<file path="src/rtl/mem_req_ctrl.sv">
// MEM-stage request controller: turns a load/store into one dword memory request,
// waits (bounded) for the response and returns the lane-extracted, extended load data.
module mem_req_ctrl #(
  parameter int unsigned TIMEOUT = 255
) (
  input  logic        clk,
  input  logic        rst,
  input  logic        mem_valid,
  input  logic        mem_we,
  input  logic [2:0]  memdata_width,
  input  logic [63:0] addr,
  input  logic [63:0] wdata_aligned,
  input  logic        flush,
  output logic        req_valid,
  input  logic        req_ready,
  output logic [63:0] req_addr,
  output logic        req_wen,
  output logic [7:0]  req_wmask,
  output logic [63:0] req_wdata,
  input  logic        resp_valid,
  input  logic [63:0] resp_rdata,
  output logic        stall,
  output logic [63:0] load_data,
  output logic        done,
  output logic        misalign,
  output logic        bus_err
);

  localparam logic [2:0] W_NONE = 3'b000;
  localparam logic [2:0] W_D    = 3'b001;
  localparam logic [2:0] W_W    = 3'b010;
  localparam logic [2:0] W_H    = 3'b011;
  localparam logic [2:0] W_B    = 3'b100;
  localparam logic [2:0] W_WU   = 3'b101;
  localparam logic [2:0] W_HU   = 3'b110;
  localparam logic [2:0] W_BU   = 3'b111;

  localparam logic [8:0] TMO = TIMEOUT[8:0];

  typedef enum logic [2:0] {
    S_IDLE,
    S_REQ,
    S_WAIT,
    S_DONE,
    S_DRAIN
  } state_e;

  function automatic logic is_misaligned(input logic [2:0] w, input logic [2:0] off);
    case (w)
      W_H, W_HU: is_misaligned = off[0];
      W_W, W_WU: is_misaligned = (off[1:0] != 2'b00);
      W_D:       is_misaligned = (off != 3'b000);
      default:   is_misaligned = 1'b0;
    endcase
  endfunction

  function automatic logic [7:0] lane_mask(input logic [2:0] w, input logic [2:0] off);
    case (w)
      W_D:       lane_mask = 8'hFF;
      W_W, W_WU: lane_mask = 8'h0F << off;
      W_H, W_HU: lane_mask = 8'h03 << off;
      W_B, W_BU: lane_mask = 8'h01 << off;
      default:   lane_mask = 8'h00;
    endcase
  endfunction

  // Shift the addressed lane down to bit 0, then sign- or zero-extend by width.
  function automatic logic [63:0] extract(input logic [2:0] w, input logic [2:0] off,
                                          input logic [63:0] rd);
    logic [63:0] sh;
    sh = rd >> {off, 3'b000};
    case (w)
      W_B:     extract = {{56{sh[7]}}, sh[7:0]};
      W_BU:    extract = {56'd0, sh[7:0]};
      W_H:     extract = {{48{sh[15]}}, sh[15:0]};
      W_HU:    extract = {48'd0, sh[15:0]};
      W_W:     extract = {{32{sh[31]}}, sh[31:0]};
      W_WU:    extract = {32'd0, sh[31:0]};
      default: extract = sh;
    endcase
  endfunction

  state_e      state_q, state_d;
  logic [7:0]  cnt_q, cnt_d;
  logic [63:0] req_addr_q, req_addr_d;
  logic        req_wen_q, req_wen_d;
  logic [7:0]  req_wmask_q, req_wmask_d;
  logic [63:0] req_wdata_q, req_wdata_d;
  logic [2:0]  width_q, width_d;
  logic [2:0]  off_q, off_d;
  logic [63:0] load_data_q, load_data_d;
  logic        bus_err_q, bus_err_d;

  logic        access;
  logic        mis;
  logic [8:0]  cnt_inc;
  logic        tmo_hit;
  logic        stall_c;
  logic        misalign_c;

  assign access  = mem_valid & (memdata_width != W_NONE) & ~flush;
  assign mis     = is_misaligned(memdata_width, addr[2:0]);
  assign cnt_inc = {1'b0, cnt_q} + 9'd1;
  assign tmo_hit = (cnt_inc >= TMO);

  always_comb begin
    state_d     = state_q;
    cnt_d       = cnt_q;
    req_addr_d  = req_addr_q;
    req_wen_d   = req_wen_q;
    req_wmask_d = req_wmask_q;
    req_wdata_d = req_wdata_q;
    width_d     = width_q;
    off_d       = off_q;
    load_data_d = load_data_q;
    bus_err_d   = 1'b0;
    stall_c     = 1'b0;
    misalign_c  = 1'b0;

    case (state_q)
      S_IDLE: begin
        if (access) begin
          if (mis) begin
            misalign_c = 1'b1;
          end else begin
            req_addr_d  = {addr[63:3], 3'b000};
            req_wen_d   = mem_we;
            req_wmask_d = lane_mask(memdata_width, addr[2:0]);
            req_wdata_d = wdata_aligned;
            width_d     = memdata_width;
            off_d       = addr[2:0];
            stall_c     = 1'b1;
            state_d     = S_REQ;
          end
        end
      end

      S_REQ: begin
        stall_c = 1'b1;
        if (req_ready) begin
          cnt_d = 8'd0;
          // An accepted request owes us a response even if flushed now; drain it.
          state_d = flush ? S_DRAIN : S_WAIT;
        end else if (flush) begin
          state_d = S_IDLE;
        end
      end

      S_WAIT: begin
        stall_c = 1'b1;
        cnt_d   = cnt_inc[7:0];
        if (resp_valid) begin
          if (flush) begin
            state_d = S_IDLE;
          end else begin
            if (!req_wen_q) load_data_d = extract(width_q, off_q, resp_rdata);
            state_d = S_DONE;
          end
        end else if (tmo_hit) begin
          if (flush) begin
            state_d = S_IDLE;
          end else begin
            load_data_d = 64'd0;
            bus_err_d   = 1'b1;
            state_d     = S_DONE;
          end
        end else if (flush) begin
          state_d = S_DRAIN;
        end
      end

      S_DRAIN: begin
        stall_c = 1'b1;
        cnt_d   = cnt_inc[7:0];
        if (resp_valid || tmo_hit) state_d = S_IDLE;
      end

      S_DONE: begin
        state_d = S_IDLE;
      end

      default: begin
        state_d = S_IDLE;
      end
    endcase
  end

  always_ff @(posedge clk or posedge rst) begin
    if (rst) begin
      state_q     <= S_IDLE;
      cnt_q       <= 8'd0;
      req_addr_q  <= 64'd0;
      req_wen_q   <= 1'b0;
      req_wmask_q <= 8'd0;
      req_wdata_q <= 64'd0;
      width_q     <= W_NONE;
      off_q       <= 3'd0;
      load_data_q <= 64'd0;
      bus_err_q   <= 1'b0;
    end else begin
      state_q     <= state_d;
      cnt_q       <= cnt_d;
      req_addr_q  <= req_addr_d;
      req_wen_q   <= req_wen_d;
      req_wmask_q <= req_wmask_d;
      req_wdata_q <= req_wdata_d;
      width_q     <= width_d;
      off_q       <= off_d;
      load_data_q <= load_data_d;
      bus_err_q   <= bus_err_d;
    end
  end

  // The IDLE-cycle stall/misalign terms depend on live inputs, so mask them during reset.
  assign stall     = stall_c & ~rst;
  assign misalign  = misalign_c & ~rst;
  assign req_valid = (state_q == S_REQ);
  assign done      = (state_q == S_DONE);
  assign bus_err   = bus_err_q;
  assign req_addr  = req_addr_q;
  assign req_wen   = req_wen_q;
  assign req_wmask = req_wmask_q;
  assign req_wdata = req_wdata_q;
  assign load_data = load_data_q;

endmodule

</file>
<file path="config.mk">
export PLATFORM = sky130hd
export DESIGN_NAME = mem_req_ctrl
export DESIGN_NICKNAME = d
export VERILOG_FILES = /design/src/rtl/mem_req_ctrl.sv
export SDC_FILE = /design/constraint.sdc
export NUM_CORES = 1
export LEC_CHECK = 0
export ABC_AREA = 1
export CAP_MARGIN = 20
export CORE_AREA = 2 2 158 160
export CTS_BUF_LIST = sky130_fd_sc_hd__clkbuf_16
export CTS_CLUSTER_DIAMETER = 40
export DETAILED_ROUTE_END_ITERATION = 7
export DIE_AREA = 0 0 160 162
export PLACE_DENSITY_LB_ADDON = 0.2
export SLEW_MARGIN = 15
export SYNTH_ARGS = -nofsm -noshare
export SYNTH_HDL_FRONTEND = slang
export SYNTH_SLANG_ARGS = --single-unit
</file>
<file path="constraint.sdc">
create_clock -name clk -period 15.67 [get_ports clk]
set_input_delay 2.3505 -clock clk [delete_from_list [all_inputs] [get_ports clk]]
set_output_delay 2.3505 -clock clk [all_outputs]
set_load 0.01 [all_outputs]
</file>
==> run metrics, run 1 <==
footprint of the multi-input gates=0.004695 mm2; Flop pwr share=29.0%; FF/Latch Area=0.005408 mm2; clk_lat worst skew=510 ps; 1st-pass router iterations=7; CTS tree=done; Crit Path Class=primary input to output pin; count of different cell masters after synthesis=34; Synth Register Bits=216; die width=160 um; Initial Util=44.66%; Detail Placement HPWL=26970 um; TritonCTS Sinks=216; ys flop type=dfrtp_1; Max H-tree Level=2; CP Max Fanout=44; GP Congestion=0.9116; final setup fails=0; routed vias/inst=5.180; Slew Limit Headroom=31.37%; Clock Tree Buf Depth=3; Worst setup SP type=primary input; Avg Cell Area, Syn=7.318 um2; worst min path class=flop to flop; Root Driver=clkbuf_16; area grow syn2layout=49.59%; Synthesis Warnings=0; io pins=408; post-CTS setup buffer count=0; core area=0.02411 mm2; CP arrival=5390 ps; Max Cap Viol=0; NumNets Final=2035; final hold vios=0; CTS Hold Bufs=0; number of gates resized after cts=0; Leakage=7.672 nW; status=finished, final reports clean; P_int=2.024 mW; vias in the first global route=11040; Clk pwr share=24.3%; PD cells=205.6 mW/mm2; RSZ-0062 raised after global routing=no; Tmin final=7739 ps; die area=0.02592 mm2; Cell Rows=57; CP Capture Type=output pin; first-pass GRT wire length=59020 um; synthesized area=0.01077 mm2; initial drt markers=930; Seq/Total Area, Yosys=50.21%; PnR Total Power=3.311 mW; cells after synthesis=1471; Logic pwr share=46.7%; Least-Margin Pin Slew=1029 ps; largest vdd supply drop=0.09726 mV; DRC Markers=0; Setup TNS=0 ps; via count=11320; antenna-violating nets left=0; final period utilization=49.39%; GR Overflow Total=0; port bufs=404; WL final=38190 um; largest net degree at the start of global routing=129; clk slew on worst S/H paths=50 ps; max frequency=129.2 MHz; Chip Height=162 um; wire per inst=17.48 um; Worst EP required=13320 ps; ratio of cells with drive above 1 in the final layout=4.680%; Switching Fraction=38.86%; Total GRT Usage=28.74%; initial antenna violation count=3; asr flop ratio synth=100.0%; Sw Pwr=1.286 mW; Fillers=2126; Final Skew=26.35 ps; fin. max-slew vios=0; EDFF count, synth=0; Num CTS Buffers=36
[synthesized netlist by cell type, types with 2 or more instances]
cell type  number  area (um2)
nand2_1       737        2766
buf_4           3       22.52
o211ai_1        2       15.01
a21oi_1        52       260.3
inv_1          50       187.7
dfrtp_1       216        5405
nor2_1         29       108.9
buf_6           8       90.09
nand3_1        80       400.4
o22ai_1         2       12.51
buf_2          45       225.2
o21ai_0       114       570.6
o21ai_1        51       255.2
buf_1           2       7.510
o31ai_1         4       30.03
clkbuf_1       37       138.9
nor2_2          2       12.51
a31oi_1         7       43.79
nor3_1          7       35.03
ha_1            2       25.02
inv_2           3       11.26
nand3_2         3       30.03
nand4_1         2       12.51
o21ai_2         2       17.52
nand2_2         2       12.51
[layout make-up]
type | instances | area share [%]
sequential | 216 | 33.58
antenna | 2 | 0.03108
clock inverter | 28 | 1.826
multi-input combinational | 1108 | 29.15
inverter | 53 | 1.297
clock buffer | 38 | 5.905
timing repair buffer | 416 | 25.69
tap | 324 | 2.517
[metrics by stage]
stage | util, % | instance area, um2 | instances | hold WS [ps] | setup WS (ps)
after floorplan | - | 10770 | 1473 | 497.8 | 5890
after global placement | 61.61 | 14850 | 2117 | 453.4 | 8048
after detailed placement | 61.61 | 14850 | 2117 | 457.1 | 7931
after CTS | 66.77 | 16100 | 2183 | 469.7 | 7922
after global routing | 66.81 | 16100 | 2185 | 485.2 | 7710
final | 66.81 | 16100 | 2185 | 466.3 | 7931
[final timing paths]
| check | slack, ps | from | cells after the start | to |
|---|---|---|---|---|
| max | 7930 | addr[2] | 9 | stall |
| min | 470 | req_addr[27] | 2 | req_addr[27] |
| max reg2reg | 11740 | off_q[0] | 13 | load_data[62] |
| min reg2reg | 470 | req_addr[27] | 2 | req_addr[27] |
| max in group asynchronous | 11930 | rst | 3 | off_q[2] |
| min in group asynchronous | 2390 | rst | 2 | width_q[1] |
[metal layers]
layer | share of wire (%) | wire length [um] | up-vias | track usage [%]
met5 | 0.031 | 12 | - | 0
met1 | 38 | 14600 | 5269 | 34.80
li1 | - | - | 5399 | -
met3 | 9.6 | 3678 | 100 | 8.529
met4 | 4.2 | 1612 | 2 | 12.49
met2 | 48 | 18290 | 548 | 47.95
[power by group through the flow]
stage	logic (mW)	clock network, mW	registers [mW]
floorplan	0.684	0	1.05
global placement	1.52	0	0.957
detailed placement	1.54	0	0.960
CTS	1.55	0.817	0.961
global route	1.69	0.846	0.992
finish	1.54	0.806	0.960
[sequential cells by signal, indices dropped and copies added, names as in the netlist]
register and flops:
load_data 64, off_q 3, cnt_q 8, req_wdata 64, req_addr 61, bus_err 1
width_q 3, state_q 3, req_wen 1, req_wmask 8
[layout by cell type (no fill, tap or decap), drive strengths merged]
master | Yosys | layout
clkinvlp | 0 | 5
a21o | 1 | 1
dfrtp | 216 | 216
ha | 2 | 2
o211ai | 2 | 2
a21oi | 52 | 52
o22ai | 2 | 2
buf | 58 | 12
a22o | 1 | 1
clkdlybuf4s50 | 0 | 404
nand3 | 83 | 83
clkinv | 0 | 12
nor3 | 7 | 7
a41oi | 1 | 1
diode | 0 | 2
conb | 1 | 3
nand2 | 739 | 739
bufinv | 0 | 5
o21bai | 1 | 1
a21boi | 1 | 1
o31ai | 4 | 4
clkbuf | 38 | 38
nor2 | 32 | 32
a31oi | 7 | 7
nand4 | 2 | 2
xor2 | 1 | 1
inv | 53 | 59
o21ai | 167 | 167
[critical path, stage by stage]
cell and delay (ps):
clkdlybuf4s50_1 510, inv_1 160, nand3_1 120, nand3_1 130, nand4_1 190, nor2_4 690
inv_4 370, a31oi_1 270, clkdlybuf4s50_1 560
[kinds of logic after synthesis]
kind of cell	count (synthesis)	share of synthesized area [%]
other cells	1	0.03483
buf+inv	149	6.392
simple gates	863	31.49
xor+xnor	1	0.08137
fa+ha+maj	2	0.2324
compound gates	239	11.56
flops	216	50.21
(Power assumes the default switching activity.)
==> run 2: changes to the inputs <==
==> constraint.sdc (replaced) <==
create_clock -name clk -period 7.7 [get_ports clk]
set_input_delay 1.155 -clock clk [delete_from_list [all_inputs] [get_ports clk]]
set_output_delay 1.155 -clock clk [all_outputs]
set_load 0.01 [all_outputs]
==> run metrics, run 2 (synthesis results as in run 1) <==
status=finished, final reports clean; wire per inst=17.41 um; commonest cells after routing, fill and taps aside=737 x nand2_1, 404 x clkdlybuf4s50_1, 214 x dfrtp_1; antenna-violating nets left=0; depth of the most critical reg-to-reg path=12; Chip Height=162 um; die width=160 um; commonest non-fill, non-tap cell in the layout=nand2_1; final period utilization=72.52%; Initial Util=44.66%; DRC Markers=0; Final Skew=17.13 ps; area grow syn2layout=49.79%; PnR worst setup slack=2116 ps; number of gates resized after cts=0; fin. max-slew vios=0; dpl ws=2214 ps; Root Driver=clkbuf_16; WL final=38040 um; FF/Latch Area=0.005408 mm2; Cell Rows=57; Slew Limit Headroom=31.47%; CTS tree=done; Detail Placement HPWL=26830 um; max frequency=179.1 MHz; worst min path class=flop to flop; post-CTS setup buffer count=0; clk slew on worst S/H paths=50 ps; Leakage=7.676 nW; largest net degree at the start of global routing=137; RR Endpoint=load_data[56]; crit path from=addr[2]; Hold Slack=467.0 ps; via count=11320; routed vias/inst=5.180; ratio of cells with drive above 1 in the final layout=4.736%; Crit Path Class=primary input to output pin; CP Capture Type=output pin; TritonCTS Sinks=216; largest vdd supply drop=0.2544 mV; initial drt markers=1055; CP Max Fanout=56; clk_lat worst skew=510 ps; CP arrival=4430 ps; crit path capture=stall; GR Overflow Total=0; PD cells=418.6 mW/mm2; core area=0.02411 mm2; CTS Hold Bufs=0; final hold vios=0; footprint of the multi-input gates=0.004695 mm2; port bufs=404; Fillers=2096; vias in the first global route=10820; NumNets Final=2034; GP Congestion=0.9091; Num CTS Buffers=36; Clock Tree Buf Depth=3; Least-Margin Pin Slew=1028 ps; FF-to-FF setup slack=3700 ps; Tmin final=5584 ps; Worst EP required=6550 ps; Setup TNS=0 ps; first-pass GRT wire length=58480 um; 1st-pass router iterations=6; final setup fails=0; Total GRT Usage=28.55%; RSZ-0062 raised after global routing=no; Max Cap Viol=0; Max H-tree Level=2; r2r startpoint=off_q[0]; Worst setup SP type=primary input; die area=0.02592 mm2; io pins=408; initial antenna violation count=4
[run 2: changes by cell type in the layout (fill, tap and decap cells not counted), sizes merged]
cell,previous run,this run
buf,12,11
diode,2,3
bufinv,5,4
inv,59,64
clkinv,12,9
clkinvlp,5,4
[run 2: through the flow]
stage / power [mW] / cells / utilization (%) / cell area [um2]
final: 6.750 / 2185 / 66.90 / 16130
after detailed placement: 5.079 / 2115 / 61.54 / 14840
after global routing: 7.193 / 2185 / 66.90 / 16130
after floorplan: 3.536 / 1473 / - / 10770
after global placement: 5.034 / 2115 / 61.54 / 14840
after CTS: 6.778 / 2181 / 66.73 / 16090
[run 2: final cells by class]
type,instances,share of cell area (%)
repair buffers,415,25.74
clock inverters,28,1.862
inverters,53,1.296
diodes,3,0.04655
clock buffers,38,5.897
multi-input cells,1108,29.11
flip-flops and latches,216,33.54
well taps,324,2.514
[run 2: power by group]
part / internal [mW] / leakage (nW) / switching (mW)
Sequential: 1.64 / 2.75 / 0.360
Clock: 1.05 / 0.616 / 0.602
Combinational: 1.41 / 4.31 / 1.69
[run 2: how the worst min path moves through the flow]
stage | startpoint | endpoint | cells past startpoint | slack (ps)
finish | req_wdata[31] | req_wdata[31] | 2 | 470
global route | req_addr[10] | req_addr[10] | 2 | 490
CTS | req_wdata[49] | req_wdata[49] | 2 | 470
detailed placement | req_wdata[3] | req_wdata[3] | 2 | 460
global placement | req_wdata[27] | req_wdata[27] | 2 | 450
floorplan | width_q[1] | width_q[1] | 2 | 500
[run 2: metal layers]
layer	share of wire (%)	track usage, %
met1	39	35.03
met2	48	46.99
met3	9.0	8.121
met4	4.3	13.14
met5	0.042	0
[run 2: critical path, stage by stage]
cell and delay, ps:
clkdlybuf4s50_1 520, inv_1 170, nand3_1 130, nand3_1 130, nand4_1 190, nor2_4 800, inv_4 460, a31oi_1 270
clkdlybuf4s50_1 570
